--- src/rtl/zest_spi_arb.sv ---
// Round-robin arbiter and SPI/uWire master shared by the Zest board peripherals.
// Runs one latched transaction at a time; read-back comes from per-device miso after SDIO turnaround.
module zest_spi_arb #(
  parameter int unsigned NREQ = 4,
  parameter int unsigned NCS  = 6,
  parameter int unsigned DW   = 24,
  parameter int unsigned DIV  = 4
) (
  input  logic               clk,
  input  logic               rst_n,
  input  logic [NREQ-1:0]    i_req,
  input  logic [NREQ*3-1:0]  i_cmd_cs,
  input  logic [NREQ*5-1:0]  i_cmd_len,
  input  logic [NREQ*5-1:0]  i_cmd_turn,
  input  logic [NREQ*DW-1:0] i_cmd_data,
  output logic [NREQ-1:0]    o_gnt,
  output logic               o_done,
  output logic               o_err,
  output logic [DW-1:0]      o_rdata,
  output logic               o_busy,
  output logic               o_sclk,
  output logic               o_sdio_o,
  output logic               o_sdio_oe,
  input  logic [NCS-1:0]     i_miso,
  output logic [NCS-1:0]     o_cs_n
);

  localparam int unsigned IW = (NREQ > 1) ? $clog2(NREQ) : 1;
  localparam int unsigned CW = $clog2(DIV);

  typedef enum logic [2:0] {StIdle, StShiftLo, StShiftHi, StHold, StGap} state_e;

  state_e          r_state, w_state_d;
  logic [CW-1:0]   r_cnt, w_cnt_d;
  logic [4:0]      r_bit, w_bit_d, r_len, w_len_d, r_turn, w_turn_d;
  logic [2:0]      r_cs, w_cs_d;
  logic [DW-1:0]   r_data, w_data_d, r_sr, w_sr_d, r_rdata, w_rdata_d;
  logic [IW-1:0]   r_rr, w_rr_d;
  logic [NREQ-1:0] r_gnt, w_gnt_d;
  logic            r_done, w_done_d, r_err, w_err_d;
  logic            r_sclk, w_sclk_d, r_sdio_o, w_sdio_o_d, r_sdio_oe, w_sdio_oe_d;
  logic [NCS-1:0]  r_cs_n, w_cs_n_d;

  logic [2:0]      w_cs_arr   [NREQ];
  logic [4:0]      w_len_arr  [NREQ];
  logic [4:0]      w_turn_arr [NREQ];
  logic [DW-1:0]   w_data_arr [NREQ];

  for (genvar g = 0; g < NREQ; g++) begin : g_unpack
    assign w_cs_arr[g]   = i_cmd_cs[3*g +: 3];
    assign w_len_arr[g]  = i_cmd_len[5*g +: 5];
    assign w_turn_arr[g] = i_cmd_turn[5*g +: 5];
    assign w_data_arr[g] = i_cmd_data[DW*g +: DW];
  end

  // Search starts just after the last winner, so a held request drops to lowest priority.
  logic          w_any;
  logic [IW-1:0] w_sel, w_cand;
  always_comb begin
    w_any  = 1'b0;
    w_sel  = r_rr;
    w_cand = r_rr;
    for (int unsigned i = 1; i <= NREQ; i++) begin
      w_cand = IW'((32'(r_rr) + i) % NREQ);
      if (!w_any && i_req[w_cand]) begin
        w_any = 1'b1;
        w_sel = w_cand;
      end
    end
  end

  logic       w_reject, w_cnt_last, w_more, w_oe_nx;
  logic [5:0] w_bit_nx;
  assign w_reject   = (w_len_arr[w_sel] == 5'd0) || (32'(w_len_arr[w_sel]) > DW) ||
                      (32'(w_cs_arr[w_sel]) >= NCS);
  assign w_cnt_last = (r_cnt == CW'(DIV - 1));
  assign w_bit_nx   = {1'b0, r_bit} + 6'd1;
  assign w_more     = w_bit_nx < {1'b0, r_len};
  assign w_oe_nx    = w_bit_nx < {1'b0, r_turn};

  always_comb begin
    w_state_d   = r_state;
    w_cnt_d     = r_cnt + CW'(1);
    w_bit_d     = r_bit;
    w_len_d     = r_len;
    w_turn_d    = r_turn;
    w_cs_d      = r_cs;
    w_data_d    = r_data;
    w_sr_d      = r_sr;
    w_rr_d      = r_rr;
    w_gnt_d     = r_gnt;
    w_done_d    = 1'b0;
    w_err_d     = r_err;
    w_rdata_d   = r_rdata;
    w_sdio_o_d  = r_sdio_o;
    w_sdio_oe_d = r_sdio_oe;
    case (r_state)
      StIdle: begin
        w_cnt_d = '0;
        if (w_any) begin
          w_gnt_d  = NREQ'(1) << w_sel;
          w_rr_d   = w_sel;
          w_cs_d   = w_cs_arr[w_sel];
          w_len_d  = w_len_arr[w_sel];
          w_turn_d = w_turn_arr[w_sel];
          w_bit_d  = '0;
          w_sr_d   = '0;
          if (w_reject) begin
            w_done_d  = 1'b1;
            w_err_d   = 1'b1;
            w_state_d = StGap;
          end else begin
            w_data_d    = w_data_arr[w_sel] << 1;
            w_sdio_o_d  = w_data_arr[w_sel][DW-1];
            w_sdio_oe_d = (w_turn_arr[w_sel] != 5'd0);
            w_state_d   = StShiftLo;
          end
        end
      end
      StShiftLo: begin
        if (w_cnt_last) begin
          w_cnt_d   = '0;
          w_state_d = StShiftHi;
        end
      end
      StShiftHi: begin
        if (r_cnt == '0) w_sr_d = {r_sr[DW-2:0], i_miso[r_cs]};
        if (w_cnt_last) begin
          w_cnt_d = '0;
          if (w_more) begin
            w_bit_d     = w_bit_nx[4:0];
            w_data_d    = r_data << 1;
            w_sdio_o_d  = r_data[DW-1];
            w_sdio_oe_d = w_oe_nx;
            w_state_d   = StShiftLo;
          end else begin
            w_state_d = StHold;
          end
        end
      end
      StHold: begin
        if (w_cnt_last) begin
          w_cnt_d     = '0;
          w_done_d    = 1'b1;
          w_err_d     = 1'b0;
          w_rdata_d   = r_sr;
          w_sdio_o_d  = 1'b0;
          w_sdio_oe_d = 1'b0;
          w_state_d   = StGap;
        end
      end
      StGap: begin
        w_gnt_d = '0;
        if (w_cnt_last) begin
          w_cnt_d   = '0;
          w_state_d = StIdle;
        end
      end
      default: w_state_d = StIdle;
    endcase
    // Pin outputs are registered from the next state so they stay glitch-free.
    w_sclk_d = (w_state_d == StShiftHi);
    w_cs_n_d = '1;
    if (w_state_d inside {StShiftLo, StShiftHi, StHold}) w_cs_n_d = ~(NCS'(1) << w_cs_d);
  end

  always_ff @(posedge clk or negedge rst_n) begin
    if (!rst_n) begin
      r_state   <= StIdle;
      r_cnt     <= '0;
      r_bit     <= '0;
      r_len     <= '0;
      r_turn    <= '0;
      r_cs      <= '0;
      r_data    <= '0;
      r_sr      <= '0;
      r_rr      <= IW'(NREQ - 1);
      r_gnt     <= '0;
      r_done    <= 1'b0;
      r_err     <= 1'b0;
      r_rdata   <= '0;
      r_sclk    <= 1'b0;
      r_sdio_o  <= 1'b0;
      r_sdio_oe <= 1'b0;
      r_cs_n    <= '1;
    end else begin
      r_state   <= w_state_d;
      r_cnt     <= w_cnt_d;
      r_bit     <= w_bit_d;
      r_len     <= w_len_d;
      r_turn    <= w_turn_d;
      r_cs      <= w_cs_d;
      r_data    <= w_data_d;
      r_sr      <= w_sr_d;
      r_rr      <= w_rr_d;
      r_gnt     <= w_gnt_d;
      r_done    <= w_done_d;
      r_err     <= w_err_d;
      r_rdata   <= w_rdata_d;
      r_sclk    <= w_sclk_d;
      r_sdio_o  <= w_sdio_o_d;
      r_sdio_oe <= w_sdio_oe_d;
      r_cs_n    <= w_cs_n_d;
    end
  end

  assign o_gnt     = r_gnt;
  assign o_done    = r_done;
  assign o_err     = r_err;
  assign o_rdata   = r_rdata;
  assign o_busy    = (r_state != StIdle);
  assign o_sclk    = r_sclk;
  assign o_sdio_o  = r_sdio_o;
  assign o_sdio_oe = r_sdio_oe;
  assign o_cs_n    = r_cs_n;

endmodule

--- config.mk ---
export PLATFORM = sky130hd
export DESIGN_NAME = zest_spi_arb
export DESIGN_NICKNAME = d
export VERILOG_FILES = /design/src/rtl/zest_spi_arb.sv
export SDC_FILE = /design/constraint.sdc
export NUM_CORES = 1
export LEC_CHECK = 0
export ABC_AREA = 1
export BUFFER_PORTS_ARGS = -buffer_cell sky130_fd_sc_hd__buf_2
export CAP_MARGIN = 20
export CORE_MARGIN = 2
export CORE_UTILIZATION = 56
export CTS_CLUSTER_DIAMETER = 150
export CTS_CLUSTER_SIZE = 14
export DETAILED_ROUTE_END_ITERATION = 8
export PLACE_DENSITY_LB_ADDON = 0.15
export SLEW_MARGIN = 10
export SYNTH_ARGS = -nofsm -noshare
export SYNTH_HDL_FRONTEND = slang
export SYNTH_SLANG_ARGS = --single-unit
--- constraint.sdc ---
create_clock -name clk -period 4.15 [get_ports clk]
set_input_delay 0.6225 -clock clk [delete_from_list [all_inputs] [get_ports clk]]
set_output_delay 0.6225 -clock clk [all_outputs]
set_load 0.02 [all_outputs]
==> results.py, run 1 <==
metrics = {
    "status": {
        "status": "completed",
    },
    "timing": {
        "fin_skew_ns": 0.0112,
        "tightest_slew_ns": 0.867,
        "slew_violations": 0,
        "min_period_ns": 3.37,
        "holdWs_ns": 0.373,
        "max_freq_mhz": 296,
        "final_hold_viol_count": 0,
        "relSlewSlack": 0.422,
        "tns_ns": 0,
        "period_share": 0.813,
        "setup_viol": 0,
        "rsz0062_at_grt": "false",
    },
    "finish": {
        "finalNonFillerCells": 1198,
        "antenna-diode-count": 0,
        "drive_above_1_share": 0.252,
        "syn_to_final_growth_pct": 20.9,
        "fin_nets": 1224,
    },
    "place": {
        "hpwl_mm": 11.7,
        "gp_congestion": 0.936,
        "placed_cells": 1182,
        "io_buffers": 199,
    },
    "global_routing": {
        "grt.total_usage": 0.270,
        "antenna_found_initial": 0,
        "use_met3": 0.0429,
        "grt_pass1_wl_mm": 25.9,
        "grt.busiest_layer": "met2",
        "grt_overflow": 0,
        "grt_pass1_vias": 5726,
        "grtUsageMet2": 0.463,
        "grt_max_degree": 70,
        "met1_usage": 0.352,
    },
    "cts": {
        "root_buffer": "clkbuf_16",
        "ctsHoldBuffers": 0,
        "clk_latency_ns": 0.35,
        "postCtsSetupRepairBufs": 0,
        "path_clk_slew_ns": 0.07,
        "clock-sinks": 111,
        "cts_tree": "yes",
        "clockBufferDepth": 2,
        "cts_inserted_buffers": 9,
        "cts_max_level": 3,
        "cts_resized": 0,
    },
    "synth": {
        "syn_area_um2": 6330,
        "syn-num-nets": 1048,
        "netlist.area_leader.share": 0.407,
        "synth_edf_count": 0,
        "synth-seq-cells": 111,
        "netlist_instances": 877,
        "synth_commonest_cells": "370 x nand2_1, 103 x dfrtp_1, 73 x o21ai_0",
        "synthArstFlopShare": 1.00,
        "yosys-top-cells-area": "dfrtp_1 41%, nand2_1 22%, o21ai_0 5.8%",
        "ys.flop_type": "dfrtp_1",
        "synth_most_common_cell": "nand2_1",
        "avgSynthCellArea_um2": 7.22,
        "synth_seq_area_share": 0.440,
        "ys_warn_count": 0,
        "yosysUniqueCellTypes": 37,
        "yosysTopAreaCell": "dfrtp_1",
    },
    "die": {
        "die_area_um2": 12200,
        "start_util": 0.579,
        "rows": 38,
        "core_area_um2": 10900,
        "die_width_um": 110,
        "die_h_um": 110,
        "ios": 200,
    },
    "pwr": {
        "ir_drop_v": 0.000578,
        "cellLeakagePower_uw": 0.00409,
        "p_per_area_nw_per_um2": 792,
    },
    "route": {
        "wl_per_cell_um": 13.5,
        "num_vias": 6309,
        "drcViolationCount": 0,
        "routed_wl_mm": 16.2,
        "dr.pass1.iters": 5,
        "ant_nets": 0,
        "drt_iter0_markers": 418,
        "drt-vias-per-instance": 5.27,
    },
    "worst_setup_path": {
        "rr_worst_depth": 15,
        "crit_path_end_kind": "flop",
        "crit_buf_inv": 3,
        "reg2reg_slack_ns": 0.78,
        "path_max_fanout": 31,
        "worstSetupPathDepth": 15,
        "cp_slowest_cell": "dfstp_2",
        "cp_data_arrival_time_ns": 3.60,
        "crit_path_start_kind": "flop",
        "worstPathCellList": "inv_6 > nand2_2 > o211ai_1 > nand2_1 > inv_1 > nand2_2 > inv_2 > nand2_1 > nand4_1 > nand2_1 > nand3_2 > nand2_4 > nand3_4 > nand2_1 > nand2_1",
        "path_common_cell": "nand2_1",
        "cp.required_ns": 4.38,
        "crit_type": "flop to flop",
        "max_stage_delay_ns": 0.66,
        "path_delay_family": "simple AND/OR/NAND/NOR gates",
    },
    "worst_hold_path": {
        "holdCritPathClass": "input pin to async pin",
    },
    "job": {
        "max_cap_viol_count": 0,
    },
}
-- state kept, by name (all words and copies together), names as in the netlist, 3 cells and up --
| signal | flops |
|---|---|
| o_rdata | 24 |
| r_bit | 5 |
| o_gnt | 4 |
| r_state | 3 |
| r_cs | 3 |
| r_turn | 5 |
| r_sr | 24 |
| r_data | 23 |
| r_len | 5 |
| o_cs_n | 6 |
-- worst paths after layout --
kind                                to     start
setup / recovery            r_data[14]   r_rr[0]
hold / removal             o_rdata[14]     rst_n
setup reg to reg            r_data[14]   r_rr[0]
hold reg to reg               r_cnt[0]  r_cnt[0]
max in group asynchronous      r_rr[1]     rst_n
min in group clk              r_cnt[0]  r_cnt[0]
-- metal layers --
layer	routed length (um)	up-vias
li1	-	3198
met1	7070	2907
met2	8060	184
met3	793	20
met4	309	0
met5	0	-
-- cell type report --
| cell class | instances | area (um2) |
|---|---|---|
| Clock inverter | 6 | 53.8 |
| Sequential cell | 111 | 2790 |
| Tap cell | 140 | 175 |
| Timing Repair Buffer | 211 | 1090 |
| Fill cell | 991 | 3280 |
| Multi-Input combinational cell | 653 | 3060 |
| Inverter | 67 | 256 |
| Clock buffer | 10 | 229 |
-- cells by family (layout without fill, tap and decap cells) --
group / count (synthesis) / in the layout / share of synthesized area
AO/OA/AOI/OAI: 94 / 94 / 0.0789
buffers and inverters: 113 / 294 / 0.0769
flip-flops: 111 / 111 / 0.440
XOR/XNOR: 3 / 3 / 0.00415
adder cells (fa/ha/maj): 11 / 11 / 0.0217
AND/OR/NAND/NOR: 545 / 545 / 0.378
-- metrics by stage --
step	instance area, um2	worst slack [ns]	power (uW)	util
after floorplan	6330	1.70	4470	-
after global placement	7370	0.876	5140	0.674
after detailed placement	7370	0.758	5220	0.674
after CTS	7650	0.798	6070	0.700
after global routing	7650	0.498	6690	0.700
final	7650	0.777	6060	0.700
-- placed cells by master (no fill, tap or decap), types with 2 or more instances in the layout --
| master | synthesis | final |
|---|---|---|
| nor2_4 | 1 | 2 |
| ha_1 | 11 | 11 |
| o22ai_1 | 2 | 2 |
| nand2_1 | 370 | 370 |
| inv_8 | 0 | 2 |
| inv_2 | 4 | 4 |
| xor2_1 | 2 | 2 |
| o21a_1 | 2 | 2 |
| inv_1 | 62 | 62 |
| a22oi_1 | 3 | 3 |
| nand3b_1 | 2 | 2 |
| dfrtp_1 | 103 | 103 |
| buf_2 | 7 | 198 |
| dfstp_2 | 8 | 8 |
| nor3_1 | 4 | 4 |
| clkbuf_16 | 0 | 9 |
| a21oi_1 | 7 | 7 |
| nand3_2 | 7 | 7 |
| nand2_4 | 2 | 2 |
| o211ai_1 | 2 | 2 |
| buf_4 | 3 | 13 |
| nor2_1 | 30 | 29 |
| nand3_1 | 54 | 54 |
| nand2_2 | 12 | 12 |
| nand4_1 | 57 | 57 |
| nor2_2 | 4 | 4 |
| o21ai_0 | 73 | 73 |
| clkinv_4 | 0 | 3 |
-- where the power goes --
group	internal, uW	switching, uW
sequential	1380	174
clock	419	406
combinational	1160	2510
total	2970	3090
(Power assumes the default switching activity.)
==> run 2, diff against run 1 <==
- ABC_AREA: 1 -> 0
- CORE_UTILIZATION: 56 -> 47
- clock period: 4.15 -> 3 ns (I/O delays scaled with it)
==> run 2 against run 1 <==
  * Worst hold slack worse by 0.27 ns
  * Register-to-register slack worse by 0.71 ns
  * Clock power rose by 37%
  * Flip-flop and latch count is the same
  * Global-route usage fell by 5.4 points
  * Critical path depth shrank 4
  * Routed wire length down 5.3%
  * Largest cell class unchanged
  * Highest routed layer is now met5
  * Area after synthesis up 0.40%
  * Die area grew 19%
  * Clock-buffer cell count up 1
  * Total power up 16%
==> results.py, run 2 <==
metrics = {
    "status": {
        "status": "completed",
    },
    "die": {
        "core_area_um2": 13200,
        "die_area_um2": 14500,
        "die_h_um": 120,
        "start_util": 0.480,
        "die_width_um": 120,
        "rows": 42,
        "ios": 200,
    },
    "synth": {
        "ys_warn_count": 0,
        "netlist.area_leader.share": 0.406,
        "yosysUniqueCellTypes": 55,
        "netlist_instances": 718,
        "yosysTopAreaCell": "dfrtp_1",
        "syn_area_um2": 6350,
        "synth_seq_area_share": 0.439,
        "avgSynthCellArea_um2": 8.85,
        "ys.flop_type": "dfrtp_1",
        "synth_commonest_cells": "223 x nand2_1, 103 x dfrtp_1, 68 x o21ai_0",
        "synthArstFlopShare": 1.00,
        "synth-seq-cells": 111,
        "yosys-top-cells-area": "dfrtp_1 41%, nand2_1 13%, mux2_2 5.8%",
        "synth_edf_count": 0,
        "synth_most_common_cell": "nand2_1",
        "syn-num-nets": 889,
    },
    "worst_setup_path": {
        "crit_path_end_kind": "flop",
        "endpoint": "r_data[9]",
        "rr_startpoint": "r_rr[1]",
        "cp.required_ns": 3.23,
        "cp_data_arrival_time_ns": 3.16,
        "crit_type": "flop to flop",
        "cp-startpoint": "r_rr[1]",
        "reg2reg_slack_ns": 0.07,
        "crit_path_start_kind": "flop",
        "path_max_fanout": 13,
        "rr_worst_depth": 11,
        "reg2reg_to": "r_data[9]",
    },
    "timing": {
        "period_share": 0.977,
        "slew_violations": 0,
        "min_period_ns": 2.93,
        "relSlewSlack": 0.527,
        "tns_ns": 0,
        "fin_skew_ns": 0.00884,
        "max_freq_mhz": 341,
        "final_hold_viol_count": 0,
        "setup_viol": 0,
        "tightest_slew_ns": 0.709,
    },
    "cts": {
        "clockBufferDepth": 2,
        "root_buffer": "clkbuf_16",
        "clk_latency_ns": 0.35,
        "path_clk_slew_ns": 0.07,
        "cts_inserted_buffers": 9,
        "clock-sinks": 111,
        "cts_max_level": 3,
        "ctsHoldBuffers": 0,
        "cts_tree": "yes",
    },
    "global_routing": {
        "grt_pass1_wl_mm": 25.2,
        "met1_usage": 0.283,
        "antenna_found_initial": 1,
        "grt_overflow": 0,
        "grt_pass1_vias": 5406,
        "use_met3": 0.0590,
        "grt.busiest_layer": "met2",
        "grt.total_usage": 0.215,
        "grtUsageMet2": 0.359,
        "grt_max_degree": 77,
    },
    "finish": {
        "syn_to_final_growth_pct": 25.6,
        "fin_nets": 1082,
        "antenna-diode-count": 0,
        "drive_above_1_share": 0.352,
        "fin_util": 0.603,
        "layout_common_cells": "223 x nand2_1, 198 x buf_2, 103 x dfrtp_1",
        "final_common_cell": "nand2_1",
    },
    "route": {
        "ant_nets": 0,
        "dr.pass1.iters": 6,
        "num_vias": 5696,
        "drcViolationCount": 0,
        "drt-vias-per-instance": 5.22,
        "drt_iter0_markers": 295,
        "routed_wl_mm": 15.4,
        "wl_per_cell_um": 14.1,
    },
    "job": {
        "max_cap_viol_count": 0,
    },
    "pwr": {
        "total_power_uw": 7040,
        "ir_drop_v": 0.000489,
        "cellLeakagePower_uw": 0.00406,
        "p_per_area_nw_per_um2": 882,
    },
    "worst_hold_path": {
        "holdCritPathClass": "input pin to async pin",
    },
    "place": {
        "io_buffers": 199,
        "gp_congestion": 0.906,
        "hpwl_mm": 11.5,
    },
}
## run 2: final cells by class
cell class | count | area [um2]
clock buffers | 11 | 233
clock inverters | 5 | 43.8
fillers | 1197 | 5260
inverters | 20 | 75.1
multi-input cells | 539 | 3350
flip-flops and latches | 111 | 2790
well taps | 176 | 220
repair buffers | 230 | 1280
## run 2: worst max-delay path, stage by stage, from the launching register on
cell	delay (ns)
dfstp_2	0.59
buf_6	0.12
a21oi_1	0.08
buf_4	0.15
o31ai_4	0.22
buf_6	0.17
mux2_2	0.36
a211o_1	0.27
and3_4	0.17
o21a_4	0.22
buf_12	0.16
mux2_4	0.29
## run 2: kinds of logic after synthesis
kind of cell,Yosys count,synth area share
buf+inv,69,0.0480
xor+xnor,3,0.00414
compound gates,161,0.149
flops,111,0.439
fa+ha+maj,11,0.0217
simple gates,281,0.185
mux,82,0.154
## run 2: how the worst min path moves through the flow
stage,startpoint,endpoint,slack (ns),cells past startpoint
2_1_floorplan,rst_n,o_done,0.15,0
3_3_place_gp,r_cnt[0],r_cnt[0],0.45,1
3_5_place_dp,r_cnt[0],r_cnt[0],0.45,1
4_1_cts,rst_n,r_state[0],0.13,1
5_1_grt,rst_n,r_cs[0],0.14,1
6_report,rst_n,r_cs[0],0.10,1
## run 2: repair_timing
item / in CTS / in global routing
pin swaps: 1 / 3
endpoints found under the setup margin: 21 / 27
setup buffers: 1 / 3
cloned: 0 / 1
resized for setup: 2 / 8
## run 2: power by group
part	internal, uW	switching, uW	total, uW	leakage (uW)
clock network	575	550	1130	0.000135
logic	1730	2020	3750	0.00249
registers	1910	254	2160	0.00144
## run 2: per-layer routing
metal  vias up  part of all wire
met2       173              0.48
met5         -           0.00046
met4         2            0.0077
li1       2833                 -
met3        13             0.056
met1      2675              0.45
## run 2: per-stage QoR
step / cells / instance area (um2) / hold slack (ns) / setup slack, ns
3_3_place_gp: 1071 / 7620 / 0.446 / 0.0251
2_1_floorplan: 718 / 6380 / 0.154 / -0.0924
3_5_place_dp: 1071 / 7620 / 0.455 / -0.0401
5_1_grt: 1092 / 7980 / 0.144 / -0.0315
6_report: 1092 / 7980 / 0.104 / 0.0694
4_1_cts: 1088 / 7920 / 0.126 / 0.00791
